`config.mk`:
```
export PLATFORM = sky130hd
export DESIGN_NAME = qp_mem_arbiter_flat
export DESIGN_NICKNAME = d
export VERILOG_FILES = /design/src/rtl/qp_mem_arbiter_if.sv /design/src/rtl/qp_mem_arbiter.sv /design/src/flat_wrapper.sv
export SDC_FILE = /design/constraint.sdc
export NUM_CORES = 1
export LEC_CHECK = 0
export CAP_MARGIN = 20
export CORE_AREA = 2 2 149 151
export CTS_BUF_LIST = sky130_fd_sc_hd__clkbuf_4
export DETAILED_ROUTE_END_ITERATION = 7
export DIE_AREA = 0 0 151 153
export GPL_ROUTABILITY_DRIVEN = 0
export GPL_TIMING_DRIVEN = 1
export PLACE_DENSITY = 0.53
export SLEW_MARGIN = 5
export SYNTH_ARGS = -nofsm -noshare
export SYNTH_HDL_FRONTEND = slang
export SYNTH_SLANG_ARGS = --single-unit
```
`constraint.sdc`:
```
create_clock -name wb_clk_i -period 1.5 [get_ports wb_clk_i]
set_input_delay 0.3 -clock wb_clk_i [delete_from_list [all_inputs] [get_ports wb_clk_i]]
set_output_delay 0.3 -clock wb_clk_i [all_outputs]
set_load 0.05 [all_outputs]
```
`src/rtl/qp_mem_arbiter_if.sv`:
```
// Bundle of host, core-requester and SRAM signals around the query-patch memory arbiter.
// The slave modport is the arbiter's view; master is the surrounding system's view.
interface qp_mem_arbiter_if #(
  parameter int DATA_WIDTH = 11,
  parameter int PATCH_SIZE = 5,
  parameter int ROW_SIZE   = 24,
  parameter int COL_SIZE   = 17,
  parameter int ADDRW      = $clog2(ROW_SIZE*COL_SIZE)
);
  localparam int PW = PATCH_SIZE*DATA_WIDTH;

  logic            wbs_mode;
  logic            wbs_qp_mem_csb0;
  logic            wbs_qp_mem_web0;
  logic [ADDRW-1:0] wbs_qp_mem_addr0;
  logic [PW-1:0]   wbs_qp_mem_wpatch0;
  logic [PW-1:0]   wbs_qp_mem_rpatch0;

  logic            wr_req;
  logic [ADDRW-1:0] wr_addr;
  logic [PW-1:0]   wr_patch;
  logic            wr_gnt;

  logic            rd_req;
  logic [ADDRW-1:0] rd_addr;
  logic            rd_gnt;
  logic            rd_valid;
  logic [PW-1:0]   rd_patch;

  logic            mem_csb0;
  logic            mem_web0;
  logic [ADDRW-1:0] mem_addr0;
  logic [PW-1:0]   mem_wpatch0;
  logic [PW-1:0]   mem_rpatch0;

  logic            busy;

  modport slave (
    input  wbs_mode, wbs_qp_mem_csb0, wbs_qp_mem_web0, wbs_qp_mem_addr0, wbs_qp_mem_wpatch0,
    output wbs_qp_mem_rpatch0,
    input  wr_req, wr_addr, wr_patch,
    output wr_gnt,
    input  rd_req, rd_addr,
    output rd_gnt, rd_valid, rd_patch,
    output mem_csb0, mem_web0, mem_addr0, mem_wpatch0,
    input  mem_rpatch0,
    output busy
  );

  modport master (
    output wbs_mode, wbs_qp_mem_csb0, wbs_qp_mem_web0, wbs_qp_mem_addr0, wbs_qp_mem_wpatch0,
    input  wbs_qp_mem_rpatch0,
    output wr_req, wr_addr, wr_patch,
    input  wr_gnt,
    output rd_req, rd_addr,
    input  rd_gnt, rd_valid, rd_patch,
    input  mem_csb0, mem_web0, mem_addr0, mem_wpatch0,
    output mem_rpatch0,
    input  busy
  );
endinterface

```
`src/rtl/qp_mem_arbiter.sv`:
```
// Owns the single query-patch SRAM port: host passthrough in host mode, round-robin
// between the query loader (write) and patch fetcher (read) in core mode.
module qp_mem_arbiter #(
  parameter int DATA_WIDTH = 11,
  parameter int PATCH_SIZE = 5,
  parameter int ROW_SIZE   = 24,
  parameter int COL_SIZE   = 17,
  parameter int ADDRW      = $clog2(ROW_SIZE*COL_SIZE)
) (
  input  logic               wb_clk_i,
  input  logic               wb_rst_i,
  qp_mem_arbiter_if.slave    bus
);
  localparam int PW = PATCH_SIZE*DATA_WIDTH;

  typedef enum logic [1:0] {
    CORE,
    DRAIN_TO_HOST,
    HOST,
    DRAIN_TO_CORE
  } state_t;

  state_t           state;
  logic             rr_ptr;
  logic             rd_valid_q;
  logic             busy_q;

  logic             wr_gnt_c;
  logic             rd_gnt_c;
  logic             csb_c;
  logic             web_c;
  logic [ADDRW-1:0] addr_c;
  logic [PW-1:0]    wpatch_c;

  // Grants and the SRAM command are decoded in the same cycle as the request.
  always_comb begin
    wr_gnt_c = 1'b0;
    rd_gnt_c = 1'b0;
    csb_c    = 1'b1;
    web_c    = 1'b1;
    addr_c   = '0;
    wpatch_c = '0;
    case (state)
      CORE: begin
        if (bus.wr_req && (!bus.rd_req || !rr_ptr)) begin
          wr_gnt_c = 1'b1;
          csb_c    = 1'b0;
          web_c    = 1'b0;
          addr_c   = bus.wr_addr;
          wpatch_c = bus.wr_patch;
        end else if (bus.rd_req) begin
          rd_gnt_c = 1'b1;
          csb_c    = 1'b0;
          addr_c   = bus.rd_addr;
        end
      end
      HOST: begin
        csb_c    = bus.wbs_qp_mem_csb0;
        web_c    = bus.wbs_qp_mem_web0;
        addr_c   = bus.wbs_qp_mem_addr0;
        wpatch_c = bus.wbs_qp_mem_wpatch0;
      end
      default: ;
    endcase
  end

  // Each drain state lasts one cycle, enough for a read granted just before the switch.
  always_ff @(posedge wb_clk_i or posedge wb_rst_i) begin
    if (wb_rst_i) begin
      state      <= CORE;
      rr_ptr     <= 1'b0;
      rd_valid_q <= 1'b0;
      busy_q     <= 1'b0;
    end else begin
      rd_valid_q <= rd_gnt_c;
      if (wr_gnt_c)
        rr_ptr <= 1'b1;
      else if (rd_gnt_c)
        rr_ptr <= 1'b0;
      case (state)
        CORE: begin
          if (bus.wbs_mode) begin
            state  <= DRAIN_TO_HOST;
            busy_q <= 1'b1;
          end
        end
        DRAIN_TO_HOST, DRAIN_TO_CORE: begin
          busy_q <= 1'b0;
          state  <= bus.wbs_mode ? HOST : CORE;
        end
        HOST: begin
          if (!bus.wbs_mode) begin
            state  <= DRAIN_TO_CORE;
            busy_q <= 1'b1;
          end
        end
        default: begin
          state  <= CORE;
          busy_q <= 1'b0;
        end
      endcase
    end
  end

  assign bus.wr_gnt             = wr_gnt_c;
  assign bus.rd_gnt             = rd_gnt_c;
  assign bus.rd_valid           = rd_valid_q;
  assign bus.rd_patch           = bus.mem_rpatch0;
  assign bus.wbs_qp_mem_rpatch0 = bus.mem_rpatch0;
  assign bus.mem_csb0           = csb_c;
  assign bus.mem_web0           = web_c;
  assign bus.mem_addr0          = addr_c;
  assign bus.mem_wpatch0        = wpatch_c;
  assign bus.busy               = busy_q;
endmodule

```
`src/flat_wrapper.sv`:
```
// flat-port wrapper written by rule: the top's interface ports become plain ports
module qp_mem_arbiter_flat 
#(
  parameter int DATA_WIDTH = 11,
  parameter int PATCH_SIZE = 5,
  parameter int ROW_SIZE   = 24,
  parameter int COL_SIZE   = 17,
  parameter int ADDRW      = $clog2(ROW_SIZE*COL_SIZE)
)
  (wb_clk_i, wb_rst_i, bus_wbs_mode, bus_wbs_qp_mem_csb0, bus_wbs_qp_mem_web0, bus_wbs_qp_mem_addr0, bus_wbs_qp_mem_wpatch0, bus_wbs_qp_mem_rpatch0, bus_wr_req, bus_wr_addr, bus_wr_patch, bus_wr_gnt, bus_rd_req, bus_rd_addr, bus_rd_gnt, bus_rd_valid, bus_rd_patch, bus_mem_csb0, bus_mem_web0, bus_mem_addr0, bus_mem_wpatch0, bus_mem_rpatch0, bus_busy);
  qp_mem_arbiter_if #(.DATA_WIDTH(DATA_WIDTH), .PATCH_SIZE(PATCH_SIZE), .ROW_SIZE(ROW_SIZE), .COL_SIZE(COL_SIZE), .ADDRW(ADDRW)) bus_i ();
  input  logic wb_clk_i;
  input  logic wb_rst_i;
  input wire logic [$bits(bus_i.wbs_mode)-1:0] bus_wbs_mode;
  input wire logic [$bits(bus_i.wbs_qp_mem_csb0)-1:0] bus_wbs_qp_mem_csb0;
  input wire logic [$bits(bus_i.wbs_qp_mem_web0)-1:0] bus_wbs_qp_mem_web0;
  input wire logic [$bits(bus_i.wbs_qp_mem_addr0)-1:0] bus_wbs_qp_mem_addr0;
  input wire logic [$bits(bus_i.wbs_qp_mem_wpatch0)-1:0] bus_wbs_qp_mem_wpatch0;
  output wire logic [$bits(bus_i.wbs_qp_mem_rpatch0)-1:0] bus_wbs_qp_mem_rpatch0;
  input wire logic [$bits(bus_i.wr_req)-1:0] bus_wr_req;
  input wire logic [$bits(bus_i.wr_addr)-1:0] bus_wr_addr;
  input wire logic [$bits(bus_i.wr_patch)-1:0] bus_wr_patch;
  output wire logic [$bits(bus_i.wr_gnt)-1:0] bus_wr_gnt;
  input wire logic [$bits(bus_i.rd_req)-1:0] bus_rd_req;
  input wire logic [$bits(bus_i.rd_addr)-1:0] bus_rd_addr;
  output wire logic [$bits(bus_i.rd_gnt)-1:0] bus_rd_gnt;
  output wire logic [$bits(bus_i.rd_valid)-1:0] bus_rd_valid;
  output wire logic [$bits(bus_i.rd_patch)-1:0] bus_rd_patch;
  output wire logic [$bits(bus_i.mem_csb0)-1:0] bus_mem_csb0;
  output wire logic [$bits(bus_i.mem_web0)-1:0] bus_mem_web0;
  output wire logic [$bits(bus_i.mem_addr0)-1:0] bus_mem_addr0;
  output wire logic [$bits(bus_i.mem_wpatch0)-1:0] bus_mem_wpatch0;
  input wire logic [$bits(bus_i.mem_rpatch0)-1:0] bus_mem_rpatch0;
  output wire logic [$bits(bus_i.busy)-1:0] bus_busy;
  assign bus_i.wbs_mode = bus_wbs_mode;
  assign bus_i.wbs_qp_mem_csb0 = bus_wbs_qp_mem_csb0;
  assign bus_i.wbs_qp_mem_web0 = bus_wbs_qp_mem_web0;
  assign bus_i.wbs_qp_mem_addr0 = bus_wbs_qp_mem_addr0;
  assign bus_i.wbs_qp_mem_wpatch0 = bus_wbs_qp_mem_wpatch0;
  assign bus_wbs_qp_mem_rpatch0 = bus_i.wbs_qp_mem_rpatch0;
  assign bus_i.wr_req = bus_wr_req;
  assign bus_i.wr_addr = bus_wr_addr;
  assign bus_i.wr_patch = bus_wr_patch;
  assign bus_wr_gnt = bus_i.wr_gnt;
  assign bus_i.rd_req = bus_rd_req;
  assign bus_i.rd_addr = bus_rd_addr;
  assign bus_rd_gnt = bus_i.rd_gnt;
  assign bus_rd_valid = bus_i.rd_valid;
  assign bus_rd_patch = bus_i.rd_patch;
  assign bus_mem_csb0 = bus_i.mem_csb0;
  assign bus_mem_web0 = bus_i.mem_web0;
  assign bus_mem_addr0 = bus_i.mem_addr0;
  assign bus_mem_wpatch0 = bus_i.mem_wpatch0;
  assign bus_i.mem_rpatch0 = bus_mem_rpatch0;
  assign bus_busy = bus_i.busy;
  qp_mem_arbiter #(.DATA_WIDTH(DATA_WIDTH), .PATCH_SIZE(PATCH_SIZE), .ROW_SIZE(ROW_SIZE), .COL_SIZE(COL_SIZE), .ADDRW(ADDRW)) u_core (.wb_clk_i(wb_clk_i), .wb_rst_i(wb_rst_i), .bus(bus_i));
endmodule
```
==> results.sh <==
export IMPL_run_status="finished with violations"
export IMPL_violations="setup timing"
export IMPL_internal_power_uw=5410
export IMPL_die_y_um=153
export IMPL_maxCapViolations=0
export IMPL_clock_fmax_mhz=488
export IMPL_rows=54
export IMPL_via_count=2073
export IMPL_io_pins=379
export IMPL_layout_commonest_cell="clkdlybuf4s50_1"
export IMPL_grt_busiest_layer="met2"
export IMPL_met1_usage_pct=8.85
export IMPL_combPwrFrac_pct=95.8
export IMPL_r2r_start="u_core.state[0]"
export IMPL_crit_path_end_kind="output pin"
export IMPL_layout_setup_ws_ps=-550
export IMPL_synth_edf_count=0
export IMPL_syn_area_per_cell_um2=8.08
export IMPL_grt_max_degree=40
export IMPL_worst_slew_pin_slew_ps=291
export IMPL_numClockSinks=5
export IMPL_initial_core_util_pct=8.28
export IMPL_r2r_end="u_core.rr_ptr"
export IMPL_hp_class="input pin to async pin"
export IMPL_cts_htree_levels=1
export IMPL_synth_cell_types=19
export IMPL_start_kind="flip-flop"
export IMPL_setup_viol_count_final=68
export IMPL_fin_worst_skew_ps=1.90
export IMPL_detail_route_first_pass_iterations=3
export IMPL_met3_usage_pct=2.48
export IMPL_hold_viol=0
export IMPL_antenna_found_initial=0
export IMPL_cts_tree="built"
export IMPL_seq_area_frac_synth_pct=7.04
export IMPL_syn_nets=419
export IMPL_die_w_um=151
export IMPL_ant_nets=0
export IMPL_root_buffer="clkbuf_4"
export IMPL_dp_hpwl_um=7790
export IMPL_crit_type="flip-flop to output pin"
export IMPL_maxSlewViolCount=0
export IMPL_fin_tns_setup_ps=-33700
export IMPL_min_period_over_period_pct=137
export IMPL_ctsHoldBuffers=0
export IMPL_synthArstFlopShare_pct=100
export IMPL_reg2regPathDepth=6
export IMPL_area_growth_syn_to_layout_pct=185
export IMPL_swShare_pct=47.5
export IMPL_final_area_mm2=0.00507
export IMPL_ir_drop_uv=712
export IMPL_first_global_vias=2407
export IMPL_dpl_cell_area_mm2=0.00471
export IMPL_timing_slew_headroom_pct=80.6
export IMPL_viasPerCell=3.32
export IMPL_final_nets=545
export IMPL_detail_route_wl_per_cell_um=15.7
export IMPL_route_detailed_drc=0
export IMPL_drtIter0Drc=59
export IMPL_cts_path_max_buffers=2
export IMPL_drive_gt1_share_pct=52.5
export IMPL_period_needed_ps=2050
export IMPL_p_leak_uw=0.00206
export IMPL_rsz0062_at_grt="yes"
export IMPL_met2_usage_pct=14.2
export IMPL_grt_usage_pct=8.08
export IMPL_yosys_warnings=0
export IMPL_synth_ff_type="dfrtp_1"
export IMPL_arrival_ps=1750
export IMPL_coreArea_mm2=0.0215
export IMPL_syn_instance_count=220
export IMPL_final_cell_mix="clkdlybuf4s50_1, buf_12, a22o_4, buf_6, a221o_2"
export IMPL_cts_inserted_buffers=3
export IMPL_insertion_delay_ps=230
export IMPL_powerDensity_mw_per_mm2=2030
export IMPL_p_seq_share_pct=2.6
export IMPL_power_frac_clock_pct=1.6
export IMPL_yosys_register_bits=5
export IMPL_p_sw_uw=4900
export IMPL_grt_pass1_wl_um=14300
export IMPL_gr_total_overflow=0
export IMPL_diodes=0
export IMPL_port_buffers=213
export IMPL_die_area_mm2=0.0231
export IMPL_reg2reg_slack_ps=70
export IMPL_synth_area_mm2=0.00178
export IMPL_path_max_fanout=5
export IMPL_clk_pin_slew_worst_paths_ps=40
export IMPL_totalWireLength_um=9830
export IMPL_cp_data_required_time_ps=1200
[kinds of logic after synthesis]
family / after synthesis / share of synthesized area, %
AO/OA/AOI/OAI: 72 / 36.4
AND/OR/NAND/NOR: 11 / 3.73
flip-flops: 5 / 7.04
XOR/XNOR: 1 / 0.493
buffers and inverters: 131 / 52.4
[critical path, cell delays in order, from the launching register on]
cell and delay [ps]:
dfrtp_2 410, a2111oi_4 340, buf_6 180, buf_12 140, clkbuf_16 170, a22o_4 140
buf_12 130
[power groups by stage]
stage	sequential (µW)	clock [µW]	combinational, µW
after global placement	270	0	9210
final	265	166	9880
after detailed placement	273	0	9290
after floorplan	371	0	5550
after global routing	276	184	10300
after CTS	265	174	9990
[Yosys cell counts, drive strengths merged, types with 2 or more instances]
library cell / instances / area [µm²]
buf: 123 / 901
dfrtp: 5 / 125
clkbuf: 2 / 7.51
a221o: 9 / 90.1
a22o: 55 / 482
a2111oi: 2 / 37.5
a21oi: 3 / 15.0
inv: 6 / 22.5
and2: 9 / 56.3
[final cells by class]
cell class / count / area, µm²
Fill cell: 2289 / 16400
Sequential cell: 5 / 128
Multi-Input combinational cell: 84 / 1220
Inverter: 6 / 25.0
Timing Repair Buffer: 246 / 3320
Tap cell: 280 / 350
Clock buffer: 4 / 30.0
[worst max path at each step]
stage	from	end	slack (ps)	depth (start not counted)
2_1_floorplan	flip-flop	bus_mem_wpatch0[35]	-230	3
3_3_place_gp	bus_wr_req	bus_mem_wpatch0[54]	-800	7
3_5_place_dp	bus_wr_req	bus_mem_wpatch0[11]	-810	7
4_1_cts	flip-flop	bus_mem_wpatch0[11]	-640	8
5_1_grt	u_core.state[0]	bus_mem_wpatch0[12]	-640	6
6_report	u_core.state[0]	bus_mem_wpatch0[22]	-550	6
[through the flow]
step / std cells / worst slack [ps] / power (µW) / hold slack [ps] / util (%)
2_1_floorplan: 220 / -230 / 5920 / 78.4 / -
3_3_place_gp: 606 / -795 / 9480 / 520 / 21.9
3_5_place_dp: 606 / -814 / 9570 / 519 / 21.9
4_1_cts: 625 / -644 / 10400 / 274 / 23.5
5_1_grt: 625 / -638 / 10700 / 301 / 23.6
6_report: 625 / -550 / 10300 / 277 / 23.6
[routing by layer]
metal | vias up | part of all wire, %
met5 | - | 0
met4 | 0 | 4.6
met3 | 51 | 11
met2 | 154 | 51
met1 | 931 | 34
li1 | 937 | -
[what timing repair did]
action | in CTS | in global routing
cloned | 5 | 1
setup endpoints to repair | 70 | 69
buffers inserted | 10 | 0
hold endpoints to repair | 0 | 0
gates resized for setup | 24 | 5
pin swaps | 30 | 23
Note: power is estimated with default switching activity, not from simulation.
